===== config.mk =====
export PLATFORM = sky130hd
export DESIGN_NAME = flash_sram_loader
export DESIGN_NICKNAME = d
export VERILOG_FILES = /design/src/rtl/flash_sram_loader.sv
export SDC_FILE = /design/constraint.sdc
export NUM_CORES = 1
export LEC_CHECK = 0
export CAP_MARGIN = 20
export CORE_UTILIZATION = 51
export DETAILED_ROUTE_END_ITERATION = 8
export PLACE_DENSITY_LB_ADDON = 0.2
export RECOVER_POWER = 50
export SETUP_SLACK_MARGIN = 0.2
export SLEW_MARGIN = 15
export SYNTH_ARGS = -nofsm -noshare
export SYNTH_HDL_FRONTEND = slang
export SYNTH_SLANG_ARGS = --single-unit

===== constraint.sdc =====
create_clock -name clk_50M -period 3.7 [get_ports clk_50M]
set_input_delay 1.11 -clock clk_50M [delete_from_list [all_inputs] [get_ports clk_50M]]
set_output_delay 1.11 -clock clk_50M [all_outputs]
set_load 0.02 [all_outputs]

===== src/rtl/flash_sram_loader.sv =====
// flash_sram_loader: copies 32-bit words from 16-bit NOR flash into async SRAM.
// Each word is two halfword reads, then a setup / pulse / hold write cycle.
module flash_sram_loader #(
   parameter int FLASH_ADDR_W   = 23,
   parameter int SRAM_ADDR_W    = 20,
   parameter int LEN_W          = 20,
   parameter int FLASH_WAIT     = 8,
   parameter int SRAM_WE_CYCLES = 2,
   parameter bit REVERSE_ENDIAN = 1'b0
) (
   input  logic                    clk_50M,
   input  logic                    reset_btn,
   input  logic                    start,
   input  logic [FLASH_ADDR_W-1:0] src_addr,
   input  logic [SRAM_ADDR_W-1:0]  dst_addr,
   input  logic [LEN_W-1:0]        len_words,
   output logic                    busy,
   output logic                    done,
   output logic [LEN_W-1:0]        words_done,
   output logic [FLASH_ADDR_W-1:0] flash_a,
   input  logic [15:0]             flash_d_i,
   output logic                    flash_ce_n,
   output logic                    flash_oe_n,
   output logic [SRAM_ADDR_W-1:0]  sram_addr,
   output logic [31:0]             sram_data_o,
   output logic                    sram_data_oe,
   output logic                    sram_ce_n,
   output logic                    sram_oe_n,
   output logic                    sram_we_n,
   output logic [3:0]              sram_be_n
);

   localparam logic [2:0] S_IDLE     = 3'd0;
   localparam logic [2:0] S_RD_LO    = 3'd1;
   localparam logic [2:0] S_RD_HI    = 3'd2;
   localparam logic [2:0] S_WR_SETUP = 3'd3;
   localparam logic [2:0] S_WR_PULSE = 3'd4;
   localparam logic [2:0] S_WR_HOLD  = 3'd5;
   localparam logic [2:0] S_DONE     = 3'd6;

   localparam logic [15:0] RD_LAST = 16'(FLASH_WAIT - 1);
   localparam logic [15:0] WE_LAST = 16'(SRAM_WE_CYCLES - 1);
   localparam logic [LEN_W-1:0] ONE = {{(LEN_W-1){1'b0}}, 1'b1};

   logic [2:0]              state;
   logic [15:0]             cnt;
   logic [FLASH_ADDR_W-1:0] src;
   logic [SRAM_ADDR_W-1:0]  dst;
   logic [LEN_W-1:0]        len;
   logic [LEN_W-1:0]        idx;
   logic [LEN_W-1:0]        idx_nx;
   logic [15:0]             lo;
   logic [15:0]             hi;
   logic [31:0]             word;
   logic [LEN_W+1:0]        idx_b;
   logic [FLASH_ADDR_W-1:0] fl_base;

   assign idx_nx  = idx + ONE;
   assign idx_b   = {idx, 2'b00};
   assign fl_base = src + FLASH_ADDR_W'(idx_b);

   // Optional byte swap of the assembled {hi, lo} word
   always_comb begin
      word = {hi, lo};
      if (REVERSE_ENDIAN)
         word = {hi[7:0], hi[15:8], lo[7:0], lo[15:8]};
      word = REVERSE_ENDIAN ? {lo[7:0], lo[15:8], hi[7:0], hi[15:8]} : {hi, lo};
   end

   // Transfer sequencer: read two halfwords, then one timed SRAM write
   always_ff @(posedge clk_50M) begin
      if (reset_btn) begin
         state <= S_IDLE;
         cnt   <= '0;
         src   <= '0;
         dst   <= '0;
         len   <= '0;
         idx   <= '0;
         lo    <= '0;
         hi    <= '0;
      end else begin
         case (state)
            S_IDLE: begin
               if (start) begin
                  src   <= {src_addr[FLASH_ADDR_W-1:2], 2'b00};
                  dst   <= dst_addr;
                  len   <= len_words;
                  idx   <= '0;
                  cnt   <= '0;
                  state <= (len_words == '0) ? S_DONE : S_RD_LO;
               end
            end
            S_RD_LO: begin
               if (cnt == RD_LAST) begin
                  lo    <= flash_d_i;
                  cnt   <= '0;
                  state <= S_RD_HI;
               end else begin
                  cnt <= cnt + 16'd1;
               end
            end
            S_RD_HI: begin
               if (cnt == RD_LAST) begin
                  hi    <= flash_d_i;
                  cnt   <= '0;
                  state <= S_WR_SETUP;
               end else begin
                  cnt <= cnt + 16'd1;
               end
            end
            S_WR_SETUP: begin
               cnt   <= '0;
               state <= S_WR_PULSE;
            end
            S_WR_PULSE: begin
               if (cnt == WE_LAST) begin
                  cnt   <= '0;
                  state <= S_WR_HOLD;
               end else begin
                  cnt <= cnt + 16'd1;
               end
            end
            S_WR_HOLD: begin
               idx   <= idx_nx;
               state <= (idx_nx == len) ? S_DONE : S_RD_LO;
            end
            S_DONE:  state <= S_IDLE;
            default: state <= S_IDLE;
         endcase
      end
   end

   // Pin drive decoded from state; idle and done release every bus
   always_comb begin
      busy         = 1'b0;
      done         = 1'b0;
      flash_a      = '0;
      flash_ce_n   = 1'b1;
      flash_oe_n   = 1'b1;
      sram_addr    = '0;
      sram_data_o  = '0;
      sram_data_oe = 1'b0;
      sram_ce_n    = 1'b1;
      sram_oe_n    = 1'b1;
      sram_we_n    = 1'b1;
      sram_be_n    = 4'hF;
      case (state)
         S_RD_LO, S_RD_HI: begin
            busy       = 1'b1;
            flash_ce_n = 1'b0;
            flash_oe_n = 1'b0;
            flash_a    = (state == S_RD_HI) ?
                         fl_base + FLASH_ADDR_W'(2) : fl_base;
         end
         S_WR_SETUP, S_WR_PULSE, S_WR_HOLD: begin
            busy         = 1'b1;
            sram_addr    = dst + SRAM_ADDR_W'(idx);
            sram_data_o  = word;
            sram_data_oe = 1'b1;
            sram_ce_n    = 1'b0;
            sram_be_n    = 4'h0;
            sram_we_n    = (state != S_WR_PULSE);
         end
         S_DONE:  done = 1'b1;
         default: ;
      endcase
   end

   assign words_done = idx;

endmodule

==> impl_metrics.json <==
{
  "clk-insertion-delay-late_ns": 0.42,
  "postSynthAreaPerCell_um2": 7.70,
  "worstPathRequired_ns": 2.59,
  "cp-endpoint": "flash_a[21]",
  "violations": "negative setup slack",
  "post-route-period-util": 1.11,
  "synthFlopType": "dfxtp_1",
  "leakagePower_nw": 5.06,
  "status": "finished with violations",
  "first_pass_iters": 5,
  "grt_use_total": 0.302,
  "final_common_cell": "nand2_1",
  "cts.sinks": 132,
  "cts_made_buffers": 17,
  "cts_tree": "yes",
  "diodes": 0,
  "ys_seq_area_frac": 0.328,
  "synth_area_leaders": "dfxtp_1 (33%), a21oi_1 (7.6%), nand2_1 (7.4%), ha_1 (6.5%), nor2_1 (5.6%)",
  "die_area_mm2": 0.0163,
  "initial_core_util": 0.526,
  "die_w_um": 128,
  "synth_top_cell_by_area": "dfxtp_1",
  "rsz0062_at_grt": "yes",
  "dp_hpwl_um": 16700,
  "peakVddDrop_uv": 435,
  "pin_count": 189,
  "grt_max_degree": 81,
  "r2r_slack_ns": 0.34,
  "place_area_mm2": 0.0106,
  "startpoint": "words_done[7]",
  "grt_first_pass_wirelength_um": 39300,
  "drt-total-wl_um": 25800,
  "viasPerCell": 5.67,
  "maxCapViolCount": 0,
  "synth-edff-count": 0,
  "wl_per_cell_um": 17.0,
  "cts_root_buffer": "clkbuf_16",
  "drv_slew": 0,
  "nNetsFinal": 1422,
  "io_buffers": 184,
  "worst_slew_pin_slew_ns": 1.30,
  "grt_overflow": 0,
  "syn_nets": 1172,
  "syn_inst": 1046,
  "ys_types": 68,
  "final_cell_mix": "nand2_1 (156), dfxtp_1 (120), clkdlybuf4s50_1 (120)",
  "syn_area_mm2": 0.00805,
  "route.vias.total": 8619,
  "p_total_mw": 5.02,
  "min_path_type": "register to register",
  "synth-seq-cells": 132,
  "design_area_mm2": 0.0118,
  "ys_async_sr_fraction": 0,
  "ant_nets": 0,
  "finalSetupViolCount": 21,
  "max_freq_mhz": 244,
  "instances_no_fill": 1520,
  "reg2reg_to": "state[2]",
  "cp_max_fo": 7,
  "arrival_ns": 2.99,
  "drive_gt1_frac": 0.202,
  "antenna_found_initial": 0,
  "period_needed_ns": 4.10,
  "cp-end-kind": "primary output",
  "cts.htree.levels": 4,
  "drc_errors": 0,
  "timing_hold_violations_final": 0,
  "start_kind": "register",
  "rr_startpoint": "words_done[0]",
  "die_height_um": 128,
  "worstSetupPathType": "register to primary output",
  "postCtsHoldBufs": 0,
  "final.setup_skew_ns": 0.00906,
  "setup_ws_ns": -0.395,
  "num_rows": 45,
  "yosysWarnings": 0,
  "area_growth_pct": 46.0,
  "p_per_area_mw_per_mm2": 427,
  "drt-initial-drc-count": 627,
  "place.gp.congestion": 0.920,
  "synth.top_cell.area_share": 0.328,
  "clkTransAtPathRegs_ns": 0.06,
  "core_area_mm2": 0.0153,
  "relSlewSlack": 0.133,
  "grt_pass1_vias": 8072,
  "dp_cells": 1466,
  "rr_worst_depth": 12,
  "clockBufferDepth": 2
}
registers in the layout, summed over array words and instances, names as in the netlist:
name and count:
cnt 16, len 20, words_done 20, lo 16, state 3, hi 16
dst 20, src 21
synth_stat cells, drive strengths merged, types with 3 or more instances:
cell and n:
nand2 159, dfxtp 132, a21oi 123, nor2 120, clkbuf 49, ha 42
and2 37, xnor2 35, mux2i 32, o21ai 32, xor2 31, inv 26
nand3 24, nor3 24, a21o 14, nand4 14, and3 13, buf 12
a31oi 10, nor4 10, or3 10, o21a 8, nand2b 7, nor2b 7
a211oi 6, and4 6, o211ai 6, a211o 5, a21boi 4, nand3b 4
or4 4, nand4b 3, o41ai 3, or2 3
repair_timing:
item,CTS,global route
resized for setup,231,76
setup buffers,14,8
pin swaps,44,31
setup endpoints to repair,80,59
cloned,0,0
how the worst min path moves through the flow:
stage	cells past startpoint	start	to	slack [ns]
after floorplan	2	dst[0]	dst[0]	0.44
after global placement	2	dst[5]	dst[5]	0.45
after detailed placement	2	dst[0]	dst[0]	0.45
after CTS	2	dst[12]	dst[12]	0.46
after global routing	2	src[10]	src[10]	0.47
final	2	dst[12]	dst[12]	0.46
kinds of logic after synthesis:
kind of cell    synth area share
xor+xnor                  0.0746
simple gates               0.269
flops                      0.328
other cells             0.000933
compound gates             0.170
mux                       0.0398
fa+ha+maj                 0.0703
buf+inv                   0.0469
power by group:
| group | switching [mW] | total (mW) | leakage (nW) | internal, mW |
|---|---|---|---|---|
| clock | 0.678 | 1.68 | 0.278 | 0.998 |
| sequential | 0.129 | 1.70 | 1.08 | 1.57 |
| combinational | 0.986 | 1.64 | 3.70 | 0.657 |
| total | 1.79 | 5.02 | 5.06 | 3.22 |
layout make-up:
type | count | area (µm²)
well taps | 211 | 264
repair buffers | 292 | 2710
flip-flops and latches | 132 | 2660
clock inverters | 14 | 151
multi-input cells | 826 | 5440
fillers | 1129 | 3560
inverters | 27 | 104
clock buffers | 18 | 429
layer usage:
metal | part of all wire | GRT usage
met1 | 0.41 | 0.370
met2 | 0.47 | 0.507
met3 | 0.080 | 0.0712
met4 | 0.036 | 0.134
met5 | 0 | 0
worst max-delay path, stage by stage, from the launching register on:
cell and delay, ns:
dfxtp_2 0.39, buf_6 0.16, ha_1 0.26, a21o_1 0.22, a21oi_2 0.21, nand2_1 0.18, o221a_4 0.32, a211oi_2 0.24
buf_4 0.16, a21oi_2 0.05, xnor2_1 0.16, nor2_1 0.06, buf_4 0.16
through the flow:
stage | setup slack, ns | setup TNS, ns | util | hold slack, ns
4_1_cts | -0.346 | -2.41 | 0.751 | 0.463
2_1_floorplan | 0.217 | 0 | - | 0.440
5_1_grt | -0.502 | -5.62 | 0.767 | 0.474
6_report | -0.395 | -3.36 | 0.767 | 0.464
3_3_place_gp | -0.368 | -3.37 | 0.690 | 0.446
3_5_place_dp | -0.428 | -4.24 | 0.690 | 0.454
No activity file was read; power rests on OpenSTA's default activity.
